===== config.mk =====
export PLATFORM = sky130hd
export DESIGN_NAME = vga_timing_ctrl_flat
export DESIGN_NICKNAME = d
export VERILOG_FILES = /design/src/rtl/vga_timing_ctrl_pkg.sv /design/src/rtl/vga_timing_ctrl_if.sv /design/src/rtl/vga_timing_ctrl_pixel_clk_en.sv /design/src/rtl/vga_timing_ctrl.sv /design/src/flat_wrapper.sv
export SDC_FILE = /design/constraint.sdc
export NUM_CORES = 1
export LEC_CHECK = 0
export BUFFER_PORTS_ARGS = -buffer_cell sky130_fd_sc_hd__buf_2
export CAP_MARGIN = 10
export CORE_MARGIN = 2
export CORE_UTILIZATION = 50
export CTS_BUF_LIST = sky130_fd_sc_hd__clkbuf_8 sky130_fd_sc_hd__clkbuf_16
export DETAILED_ROUTE_END_ITERATION = 16
export GPL_TIMING_DRIVEN = 0
export PLACE_DENSITY = 0.82
export SLEW_MARGIN = 40
export SYNTH_ARGS = -nofsm -noshare
export SYNTH_HDL_FRONTEND = slang
export SYNTH_SLANG_ARGS = --single-unit

===== constraint.sdc =====
create_clock -name clk -period 2.2 [get_ports clk]
set_input_delay 0.33 -clock clk [delete_from_list [all_inputs] [get_ports clk]]
set_output_delay 0.33 -clock clk [all_outputs]
set_load 0.05 [all_outputs]

===== src/rtl/vga_timing_ctrl_pkg.sv =====
// Shared VGA timing constants and types for the timing controller and every renderer
// that needs to place content relative to the visible area.
package vga_timing_ctrl_pkg;

  localparam int CLK_DIV = 4;
  localparam int H_VIS   = 640;
  localparam int H_FP    = 16;
  localparam int H_SYNC  = 96;
  localparam int H_TOTAL = 800;
  localparam int V_VIS   = 480;
  localparam int V_FP    = 10;
  localparam int V_SYNC  = 2;
  localparam int V_TOTAL = 525;

  typedef logic [9:0]  coord_t;
  typedef logic [11:0] color_t;
  typedef logic [3:0]  chan_t;

  typedef struct packed {
    logic [7:0] clk_div;
    coord_t     h_vis;
    coord_t     h_fp;
    coord_t     h_sync;
    coord_t     h_total;
    coord_t     v_vis;
    coord_t     v_fp;
    coord_t     v_sync;
    coord_t     v_total;
  } vga_timing_t;

  localparam vga_timing_t VGA_640X480 = '{
    clk_div: 8'(CLK_DIV),
    h_vis:   10'(H_VIS),
    h_fp:    10'(H_FP),
    h_sync:  10'(H_SYNC),
    h_total: 10'(H_TOTAL),
    v_vis:   10'(V_VIS),
    v_fp:    10'(V_FP),
    v_sync:  10'(V_SYNC),
    v_total: 10'(V_TOTAL)
  };

  // True when v lies in [lo, lo+len); widened by one bit so the upper bound cannot wrap.
  function automatic logic in_window(input coord_t v, input coord_t lo, input coord_t len);
    return (v >= lo) && ({1'b0, v} < ({1'b0, lo} + {1'b0, len}));
  endfunction

endpackage


===== src/rtl/vga_timing_ctrl_if.sv =====
// Bus between the timing controller and the renderers: coordinates and strobes out,
// colour back in, plus the registered VGA pins.
interface vga_timing_ctrl_if;
  import vga_timing_ctrl_pkg::*;

  logic [8:0] row;
  coord_t     col;
  logic       pix_tick;
  logic       frame_start;
  color_t     d_in;
  logic       rdn;
  logic       hs;
  logic       vs;
  chan_t      r;
  chan_t      g;
  chan_t      b;

  modport master (
    output row, col, pix_tick, frame_start, rdn, hs, vs, r, g, b,
    input  d_in
  );

  modport slave (
    input  row, col, pix_tick, frame_start, rdn, hs, vs, r, g, b,
    output d_in
  );

endinterface


===== src/rtl/vga_timing_ctrl_pixel_clk_en.sv =====
// Divides the system clock into a one-clk enable on the last clk of each pixel period.
module pixel_clk_en
  import vga_timing_ctrl_pkg::*;
#(
  parameter int unsigned CLK_DIV = 4
) (
  input  logic clk,
  input  logic rst,
  output logic pix_tick
);

  localparam int unsigned   W        = (CLK_DIV > 1) ? $clog2(CLK_DIV) : 1;
  localparam logic [W-1:0]  DIV_LAST = W'(CLK_DIV - 1);

  logic [W-1:0] div_cnt_reg;

  always_ff @(posedge clk) begin
    if (rst) begin
      div_cnt_reg <= '0;
    end else if (pix_tick) begin
      div_cnt_reg <= '0;
    end else begin
      div_cnt_reg <= div_cnt_reg + W'(1);
    end
  end

  assign pix_tick = (div_cnt_reg == DIV_LAST);

endmodule


===== src/rtl/vga_timing_ctrl.sv =====
// VGA timing generator: pixel/line counters, coordinates for the renderers, and a
// one-pixel-late output stage keeping sync, blanking and colour aligned.
module vga_timing_ctrl
  import vga_timing_ctrl_pkg::*;
#(
  parameter vga_timing_t TIMING = VGA_640X480
) (
  input  logic              clk,
  input  logic              rst,
  vga_timing_ctrl_if.master bus
);

  localparam coord_t H_LAST   = TIMING.h_total - 10'd1;
  localparam coord_t V_LAST   = TIMING.v_total - 10'd1;
  localparam coord_t HS_START = TIMING.h_vis + TIMING.h_fp;
  localparam coord_t VS_START = TIMING.v_vis + TIMING.v_fp;

  logic               pix_tick;
  coord_t             h_cnt_reg, h_cnt_next;
  coord_t             v_cnt_reg, v_cnt_next;
  logic               h_last, v_last, active;
  logic               hs_reg, vs_reg, rdn_reg, frame_start_reg;
  logic [2:0][3:0]    chan_reg, chan_next;

  pixel_clk_en #(
    .CLK_DIV(int'(TIMING.clk_div))
  ) u_pixel_clk_en (
    .clk     (clk),
    .rst     (rst),
    .pix_tick(pix_tick)
  );

  always_comb begin
    h_last     = (h_cnt_reg == H_LAST);
    v_last     = (v_cnt_reg == V_LAST);
    active     = (h_cnt_reg < TIMING.h_vis) && (v_cnt_reg < TIMING.v_vis);
    h_cnt_next = h_last ? '0 : h_cnt_reg + 10'd1;
    v_cnt_next = v_cnt_reg;
    if (h_last) begin
      v_cnt_next = v_last ? '0 : v_cnt_reg + 10'd1;
    end
  end

  // Channel 0 is R, 1 is G, 2 is B, matching the {B,G,R} packing of d_in.
  generate
    for (genvar gi = 0; gi < 3; gi++) begin : g_chan
      assign chan_next[gi] = active ? bus.d_in[gi*4 +: 4] : 4'h0;
    end
  endgenerate

  always_ff @(posedge clk) begin
    if (rst) begin
      h_cnt_reg       <= '0;
      v_cnt_reg       <= '0;
      hs_reg          <= 1'b1;
      vs_reg          <= 1'b1;
      rdn_reg         <= 1'b1;
      chan_reg        <= '0;
      frame_start_reg <= 1'b0;
    end else begin
      frame_start_reg <= pix_tick && h_last && v_last;
      if (pix_tick) begin
        h_cnt_reg <= h_cnt_next;
        v_cnt_reg <= v_cnt_next;
        hs_reg    <= ~in_window(h_cnt_reg, HS_START, TIMING.h_sync);
        vs_reg    <= ~in_window(v_cnt_reg, VS_START, TIMING.v_sync);
        rdn_reg   <= ~active;
        chan_reg  <= chan_next;
      end
    end
  end

  assign bus.row         = active ? v_cnt_reg[8:0] : 9'd0;
  assign bus.col         = active ? h_cnt_reg : 10'd0;
  assign bus.pix_tick    = pix_tick;
  assign bus.frame_start = frame_start_reg;
  assign bus.hs          = hs_reg;
  assign bus.vs          = vs_reg;
  assign bus.rdn         = rdn_reg;
  assign bus.r           = chan_reg[0];
  assign bus.g           = chan_reg[1];
  assign bus.b           = chan_reg[2];

endmodule


===== src/flat_wrapper.sv =====
// flat-port wrapper written by rule: the top's interface ports become plain ports
module vga_timing_ctrl_flat import vga_timing_ctrl_pkg::*;
#(
  parameter vga_timing_t TIMING = VGA_640X480
)
  (clk, rst, bus_row, bus_col, bus_pix_tick, bus_frame_start, bus_rdn, bus_hs, bus_vs, bus_r, bus_g, bus_b, bus_d_in);
  vga_timing_ctrl_if bus_i ();
  input  logic clk;
  input  logic rst;
  output wire logic [$bits(bus_i.row)-1:0] bus_row;
  output wire logic [$bits(bus_i.col)-1:0] bus_col;
  output wire logic [$bits(bus_i.pix_tick)-1:0] bus_pix_tick;
  output wire logic [$bits(bus_i.frame_start)-1:0] bus_frame_start;
  output wire logic [$bits(bus_i.rdn)-1:0] bus_rdn;
  output wire logic [$bits(bus_i.hs)-1:0] bus_hs;
  output wire logic [$bits(bus_i.vs)-1:0] bus_vs;
  output wire logic [$bits(bus_i.r)-1:0] bus_r;
  output wire logic [$bits(bus_i.g)-1:0] bus_g;
  output wire logic [$bits(bus_i.b)-1:0] bus_b;
  input wire logic [$bits(bus_i.d_in)-1:0] bus_d_in;
  assign bus_row = bus_i.row;
  assign bus_col = bus_i.col;
  assign bus_pix_tick = bus_i.pix_tick;
  assign bus_frame_start = bus_i.frame_start;
  assign bus_rdn = bus_i.rdn;
  assign bus_hs = bus_i.hs;
  assign bus_vs = bus_i.vs;
  assign bus_r = bus_i.r;
  assign bus_g = bus_i.g;
  assign bus_b = bus_i.b;
  assign bus_i.d_in = bus_d_in;
  vga_timing_ctrl #(.TIMING(TIMING)) u_core (.clk(clk), .rst(rst), .bus(bus_i));
endmodule

# [After elaboration in Yosys (flattened, before gate mapping)]
# Cells that the tools add are included.
[classes] n_addsub=3 order_cmp=6 n_eq_ne=3 mux=7 bitwise_logic=3 n_reduce_logical=7
[op_table] op="two-way mux 10 bit" n=3
[op_table] op="adder 10 x 1 -> 10 bit, second input constant" n=2
[op_table] op="equality test 10 bit, second input constant" n=2
[op_table] op="less-than comparator 10 bit, second input constant" n=2
[op_table] op="less-than comparator 10 x 9 -> 1 bit, second input constant" n=2
[op_table] op="two-way mux 4 bit" n=3
[op_table] op=">= comparator 10 bit, second input constant" n=1
[op_table] op=">= comparator 10 x 9 -> 1 bit, second input constant" n=1
[op_table] op="two-way mux 9 bit" n=1
[op_table] op="logical AND 1 bit" n=5
[op_table] op="inverter 1 bit" n=3
[op_table] op="adder 2 x 1 -> 2 bit, second input constant" n=1
[op_table] op="equality test 2 bit, second input constant" n=1
[op_table] op="AND reduction 2 bit" n=1
[op_table] op="OR reduction 2 bit" n=1
[word_totals] ff_bits=38 input_bits=14 output_inout_bits=36

# [Longest topological paths before layout]
# Gate-level depths: netlist of run 1.
[depth] word_depth=3 mapped_depth=6 ltp_nobuf=6

# [Hierarchy]
# From an unflattened synthesis of run 1, not the netlist that was laid out.
[unflattened] cells_unflattened=208 area_unflattened_um2=1821.7
[by_module_without_submodules] mod="vga_timing_ctrl" n_inst=1 cells_each=203 area_each_um2=1746.7
[by_module_without_submodules] mod="pixel_clk_en" n_inst=1 cells_each=5 area_each_um2=75.1

# [Worst setup path after synthesis of run 1]
# OpenSTA, ideal clock, no wires.
[synth_timing] path_kind="register to output" from="register u_core.v_cnt_reg[7]" to="output port bus_col[0]" t_arrival_ps=2193 t_required_ps=1870 path_slack_ps=-323 path_stages_with_launch=4 cell_sequence="dfxtp_1 and4_1 clkbuf_1 nor4_1"
[synth_via] elab_chain_len=3
[synth_lines] item="start: declaration" line="vga_timing_ctrl.sv:20" rtl="coord_t v_cnt_reg, v_cnt_next;"
[synth_lines] item="start signal: assignment" line="vga_timing_ctrl.sv:64" rtl="v_cnt_reg <= v_cnt_next;"
[synth_lines] item="less-than comparator 10 x 9 -> 1 bit" line="vga_timing_ctrl.sv:36" rtl="active = (h_cnt_reg < TIMING.h_vis) && (v_cnt_reg < TIMING.v_vis);"
[synth_lines] item="logical AND 1 bit" line="vga_timing_ctrl.sv:36"
[synth_lines] item="two-way mux 10 bit" line="vga_timing_ctrl.sv:74" rtl="assign bus.col = active ? h_cnt_reg : 10'd0;"
[synth_lines] item="end: declaration" line="flat_wrapper.sv:11" rtl="output wire logic [$bits(bus_i.col)-1:0] bus_col;"
# Every way passes these cells.

# [Worst setup path in the final report of run 1]
[layout_timing] from="register u_core.v_cnt_reg[6]" to="output port bus_col[2]"
# Same word-level chain as after synthesis.

==> results.md, run 1 <==
* Final Wtd Congestion at 0.893
* CTS sink count at 38
* Root buf cell: clkbuf_8
* Initial antenna violation count at 0
* Worst Path Required at 1.87 ns
* Via density at 5.49
* Vias at 1780
* Layout overhead on the synthesized area at 28.6%
* Vias in the first global route at 1571
* Synth unique cells at 40
* Max stage delay on crit path at approximately 0.37 ns
* Fillcell total at about 320
* IO buf count at 49
* Post-synth EDFFs at 0
* Synth top area share at 40.7%
* Pins Over Slew Limit at 0
* Worst slew pin tran at 0.578 ns
* Setup TNS Final at 0 ns
* DP Area at around 2200 µm²
* Placeable core region at 3630 µm²
* Routing usage on met3 at 7.36%
* Pre-Repair DR Iteration Count at 4
* Ratio of cells with drive above 1 in the final layout at 26.8%
* Critical Path Most Common Cell: buf_4
* Hold Crit Class: input pin to flip-flop
* Initial core utilization at 51.5%
* Synth top area cells: dfxtp_1 (41%), nand3_1 (5.1%), and2_1 (5.0%), a21oi_1 (4.8%), nand2b_1 (4.7%)
* Critical path endpoint category: output port
* Flop and latch count out of synthesis at 38
* Die area at 4250 µm²
* Cell breakdown of the critical path: and4_2 > nor3_4 > buf_4 > and2_1 > buf_4
* Synthesized netlist cell count at 217
* Clock skew at ~0.0053 ns
* Largest net degree at the start of global routing at 13
* Post-synthesis sequential area ratio at 40.7%
* # IOs at 50
* Async set-or-reset flop fraction in the synthesized netlist at 0%
* Min cycle time layout at 2.11 ns
* Hold Vio Cnt, Final at 0
* Crit path max-delay family: simple AND/OR/NAND/NOR gates
* Crit Path Class: flip-flop to output port
* CTS Buffer Depth at 2
* Max-Cap Viols at 0
* Cts hold-fix bufs at 0
* Period utilization at about 96%
* GRT Util Overall at 22.2%
* CP arrival at 1.78 ns
* Synth Flop Type: dfxtp_1
* Setup Viol. Count Final at 0
* Routed wire per std cell at roughly 14 µm
* Count leader, synth: dfxtp_1
* Max frequency at around 0.47 GHz
* Syn_nets at 236
* Crit-path max FO at 10
* GR Overflow Total at 0
* Htree depth at 2
* Status: finished clean
* Pwr Density at 657 nW/µm²
* WHS at 0.298 ns
* Inserted Clock Buffers at 5
* Post-route cell area at 2400 µm²
* GR peak layer: met2
* Slew HR at 61.1%
* Crit start category: flip-flop
* Slowest stage cell, crit path: dfxtp_1
* Average size of a mapped cell at 8.62 µm²
* Final ANT Viol Nets at 0
* Clk_lat worst skew at 0.30 ns
* Die width at 65.2 µm
* IR drop worst, VDD at 350 µV
* Std cell rows at 22
* Post-synth top cells: dfxtp_1 (38), nand3_1 (19), a21oi_1 (18)
* First-pass GRT wire length at between 7000 and 8000 µm
* Cell taking the most area after synthesis: dfxtp_1
* CTS tree: built
* DRT iter0 DRCs at 161
* DP HPWL at just over 3000 µm
* Warnings, synthesis at 0
* Post-route DRC at 0
* Met2 track demand over resource at between 30% and 40%
* Mapped cell area at 1870 µm²
* Number of diodes at 0
* Reg clk slew, reported paths at 0.07 ns
* CP bufs+invs at 2
* Grt met1 use at 27.4%
* Nets at 294
* Leak at 0.00100 µW
* Die extent in y at 65.2 µm
* Total detailed-routing wirelength at 4490 µm
-- cell usage in the layout, fill, tap and decap left out, types with 2 or more instances in the layout --
master / n
a21oi_1: 18
and2_1: 15
buf_4: 20
nand3_1: 19
nor2b_1: 2
nand4_1: 6
nor4_1: 9
or3_1: 3
inv_1: 6
clkbuf_1: 8
nor3b_1: 3
bufinv_16: 2
nor2_1: 16
nor3_1: 2
xnor2_1: 8
clkbuf_8: 6
nand2b_1: 14
nor4b_1: 2
ha_1: 5
and4_1: 2
dfxtp_1: 38
xor2_1: 5
buf_2: 37
nand2_1: 6
o21ai_0: 3
nand4bb_1: 2
-- per-layer routing --
layer	part of all wire [%]	up-vias
met4	2.3	0
met2	48	58
met3	6.1	9
met5	0	-
li1	-	873
met1	44	840
-- cell type report --
| type | count | area (µm²) | share of cell area [%] |
|---|---|---|---|
| Buffer | 14 | 71.3 | 2.97 |
| Clock buffer | 6 | 82.6 | 3.43 |
| Clock inverter | 2 | 60.1 | 2.50 |
| Inverter | 6 | 22.5 | 0.937 |
| Multi-Input combinational cell | 158 | 1040 | 43.3 |
| Sequential cell | 38 | 761 | 31.6 |
| Tap cell | 48 | 60.1 | 2.50 |
| Timing Repair Buffer | 52 | 305 | 12.7 |
-- through the flow --
stage	worst slack [ns]	std cells	utilization, %	power (µW)
floorplan	-0.323	217	-	824
global placement	-0.254	314	59.9	860
detailed placement	-0.245	314	59.9	862
CTS	0.0389	323	65.4	1590
global route	-0.00408	324	66.2	1630
finish	0.0928	324	66.2	1580
-- worst register-to-register path, stage by stage (launching register included) --
cell and delay (ns):
dfxtp_1 0.38, ha_1 0.24, nand4_1 0.42, nor3_2 0.38
or2_2 0.17, clkbuf_1 0.28, nor2_1 0.09
-- cell families after synthesis --
| group | Yosys count | share of synthesized area, % |
|---|---|---|
| fa+ha+maj | 5 | 3.34 |
| xor+xnor | 13 | 6.09 |
| flops | 38 | 40.7 |
| buf+inv | 21 | 4.88 |
| compound gates | 27 | 8.83 |
| simple gates | 112 | 35.7 |
| mux | 1 | 0.535 |
-- path summary, 6_finish.rpt --
kind	start	slack [ns]	depth (start not counted)	to
max reg2reg	u_core.h_cnt_reg[0]$_SDFFE_PP0P_	0.13	6	u_core.h_cnt_reg[7]$_SDFFE_PP0P_
min reg2reg	u_core.u_pixel_clk_en.div_cnt_reg[0]$_SDFF_PP0_	0.43	1	u_core.u_pixel_clk_en.div_cnt_reg[0]$_SDFF_PP0_
max	u_core.v_cnt_reg[6]$_SDFFE_PP0P_	0.09	5	bus_col[2]
min	bus_d_in[3]	0.30	3	u_core.bus.r[3]$_SDFFE_PP0P_
-- timing repair --
| item | 4_1_cts | 5_1_grt |
|---|---|---|
| pin swaps | 1 | 3 |
| gates cloned | 0 | 0 |
| endpoints found under the setup margin | 15 | 29 |
| gates resized for setup | 18 | 6 |
| buffers inserted | 2 | 1 |
| hold endpoints to repair | 0 | 0 |
-- power by group --
group / leakage (µW) / internal, µW / switching (µW) / total (µW)
logic: 0.000623 / 44.0 / 92.4 / 136
registers: 0.000307 / 704 / 8.21 / 712
clock network: 0.0000714 / 484 / 249 / 732
total: 0.00100 / 1230 / 350 / 1580
No activity file was read; power rests on OpenSTA's default activity.
==> run 2, diff against run 1 <==
Settings changed: CORE_ASPECT_RATIO from default to 0.9.
==> run 2 against run 1 <==
Against the previous run: clock skew increased by 0.0019 ns; cell count decreased by 1.2%; maximum frequency increased by 0.42%; clock power decreased by 38%; via count decreased by 4.5%; critical path depth unchanged; sequential cell count unchanged; non-clock buffer count decreased by 1; sequential share of layout area increased by 1.0 points; critical path type unchanged; largest cell class unchanged.
==> results.md, run 2 (synthesis results as in run 1) <==
* Crit start category: flip-flop
* WHS at 0.297 ns (-0.000798 ns)
* Sw Pwr at 344 µW (-1.5%)
* Vias in the first global route at 1478 (-5.9%)
* Die extent in y at 62.0 µm (-4.8%)
* CP bufs+invs at 2 (unchanged)
* Status: finished clean
* Cts hold-fix bufs at 0 (unchanged)
* Commonest non-fill, non-tap cell in the layout: dfxtp_1
* Hold Crit Class: input pin to flip-flop
* CTS sink count at 38 (unchanged)
* WHS Path Cells at 3 (unchanged)
* Max stage delay on crit path at 0.35 ns (-0.02 ns)
* Crit path launch: u_core.v_cnt_reg[8]$_SDFFE_PP0P_
* CTS Buffer Depth at 2 (unchanged)
* # IOs at 50 (unchanged)
* Vias at 1700 (-4.5%)
* Reg clk slew, reported paths at 0.08 ns (about the same)
* CTS tree: built
* Sw frac at 26.4% (+4.3 points)
* Clk_lat worst skew at 0.30 ns (about the same)
* GR Overflow Total at 0 (unchanged)
* Worst Path Required at 1.87 ns (about the same)
* DP HPWL at 3000 µm (-3.0%)
* Largest net degree at the start of global routing at 12 (-1)
* Hold Vio Cnt, Final at 0 (unchanged)
* Number of diodes at 0 (unchanged)
* Die area at 4250 µm² (about the same)
* Crit Path Class: flip-flop to output port
* GRT Util Overall at 21.6% (-0.57 points)
* Post-route DRC at 0 (unchanged)
* Comb pwr share at 10.3% (+1.7 points)
* Critical Path Most Common Cell: buf_4
* Pre-Repair DR Iteration Count at 4 (unchanged)
* Flop pwr share at 54.7% (+9.7 points)
* Reg2Reg Capture Point: u_core.h_cnt_reg[9]$_SDFFE_PP0P_
* Worst slew pin tran at 0.596 ns (+0.0182 ns)
* Placeable core region at 3650 µm² (+0.52%)
* Ratio of cells with drive above 1 in the final layout at 26.3% (-0.53 points)
* Nets at 293 (-0.34%)
* DRT iter0 DRCs at 82 (-49%)
* Inserted Clock Buffers at 5 (unchanged)
* Critical path endpoint category: output port
* Max-Cap Viols at 0 (unchanged)
* Period utilization at 95.4% (-0.40 points)
* Setup Viol. Count Final at 0 (unchanged)
* Min-Delay Startpoint: bus_d_in[0]
* DP Area at 2170 µm² (-0.12%)
* Pwr Density at 559 nW/µm² (-15%)
* Initial antenna violation count at 0 (unchanged)
* Pint at 960 µW (-22%)
* Crit-path max FO at 10 (unchanged)
* Htree depth at 2 (unchanged)
* Root buf cell: clkbuf_8
* Routed wire per std cell at 13.5 µm (-2.2%)
* Clock skew at 0.00716 ns (+0.00186 ns)
* Initial core utilization at 51.2% (-0.26 points)
* Most frequent cells in the layout: dfxtp_1 (38), buf_2 (37), buf_4 (19), nand3_1 (19), a21oi_1 (18)
* Total detailed-routing wirelength at 4330 µm (-3.5%)
* Slew HR at 59.9% (-1.2 points)
* Min cycle time layout at 2.10 ns (-0.00885 ns)
* R2R setup slack at 0.17 ns (+0.04 ns)
* Cell breakdown of the critical path: and4_2 > nor3_4 > buf_4 > and2_1 > buf_4
* Worst r2r src: u_core.h_cnt_reg[0]$_SDFFE_PP0P_
* First-pass GRT wire length at 6670 µm (-6.5%)
* Max frequency at 0.477 GHz (+0.42%)
* Layout overhead on the synthesized area at 24.6%
* Worst Reg-to-Reg Cells at 6 (unchanged)
* CP arrival at 1.77 ns (about the same)
* Worst Hold Endpoint: u_core.bus.r[0]$_SDFFE_PP0P_
* Final Wtd Congestion at 0.887 (-0.68%)
* Clk pwr share at 35.0% (-11 points)
* Pins Over Slew Limit at 0 (unchanged)
* Final ANT Viol Nets at 0 (unchanged)
* IR drop worst, VDD at 519 µV (+48%)
* Die width at 68.5 µm (+5.1%)
* Via density at 5.31 (-3.3%)
* IO buf count at 49 (unchanged)
* Std cell rows at 21 (-4.5%)
* Leak at 0.000954 µW (-4.7%)
* Post-route cell area at 2330 µm² (-3.1%)
* Crit path max-delay family: simple AND/OR/NAND/NOR gates
* Slowest stage cell, crit path: dfxtp_1
run 2: cell types whose count changed in the layout (fill, tap and decap cells not counted):
cell and change:
buf_4 -1, clkinv_2 +2, clkbuf_8 -1, bufinv_16 -2
run 2: metrics by stage:
| step | instances | setup TNS (ns) | util, % | power, µW | setup slack (ns) |
|---|---|---|---|---|---|
| 3_3_place_gp | 312 | -3.06 | 59.5 | 860 | -0.229 |
| 2_1_floorplan | 217 | -1.29 | - | 824 | -0.323 |
| 5_1_grt | 320 | -0.00438 | 63.8 | 1360 | -0.00438 |
| 3_5_place_dp | 312 | -3.39 | 59.5 | 862 | -0.255 |
| 4_1_cts | 320 | 0 | 63.2 | 1310 | 0.0359 |
| 6_report | 320 | 0 | 63.8 | 1300 | 0.102 |
run 2: layout make-up:
cell class,instances,area [µm²]
Timing Repair Buffer,51,298
Clock inverter,2,10.0
Fill cell,326,1320
Inverter,6,22.5
Sequential cell,38,761
Buffer,14,71.3
Clock buffer,5,68.8
Tap cell,46,57.6
Multi-Input combinational cell,158,1040
run 2: what timing repair did:
| item | in CTS | in global routing |
|---|---|---|
| setup buffers | 2 | 0 |
| endpoints found under the setup margin | 15 | 29 |
| pin swaps | 1 | 0 |
| gates resized for setup | 17 | 8 |
run 2: worst reg2reg max path: stages (launching register included):
cell,delay (ns)
dfxtp_1,0.39
ha_1,0.23
nand4_1,0.42
nor3_2,0.37
or2_2,0.17
clkbuf_1,0.24
nor2_1,0.09
run 2: power groups by stage:
stage	Sequential, µW	Combinational, µW	Clock [µW]
2_1_floorplan	763	60.8	0
3_3_place_gp	728	132	0
3_5_place_dp	728	133	0
4_1_cts	713	135	466
5_1_grt	714	147	497
6_report	713	135	456
run 2: metal layers:
metal	global-route usage, %	vias up	share of wire [%]
li1	-	871	-
met1	28.9	776	48
met2	31.5	43	44
met3	7.39	10	5.3
met4	9.71	0	2.7
met5	0	-	0
run 2: worst max path at each step:
stage                                            end  slack, ns  depth (start not counted)
CTS                                       bus_row[7]       0.04                          5
global route        u_core.h_cnt_reg[8]$_SDFFE_PP0P_     -0.004                          6
detailed placement                        bus_row[7]      -0.26                          6
global placement                          bus_row[2]      -0.23                          6
floorplan                                 bus_col[0]      -0.32                          3
finish                                    bus_col[4]       0.10                          5
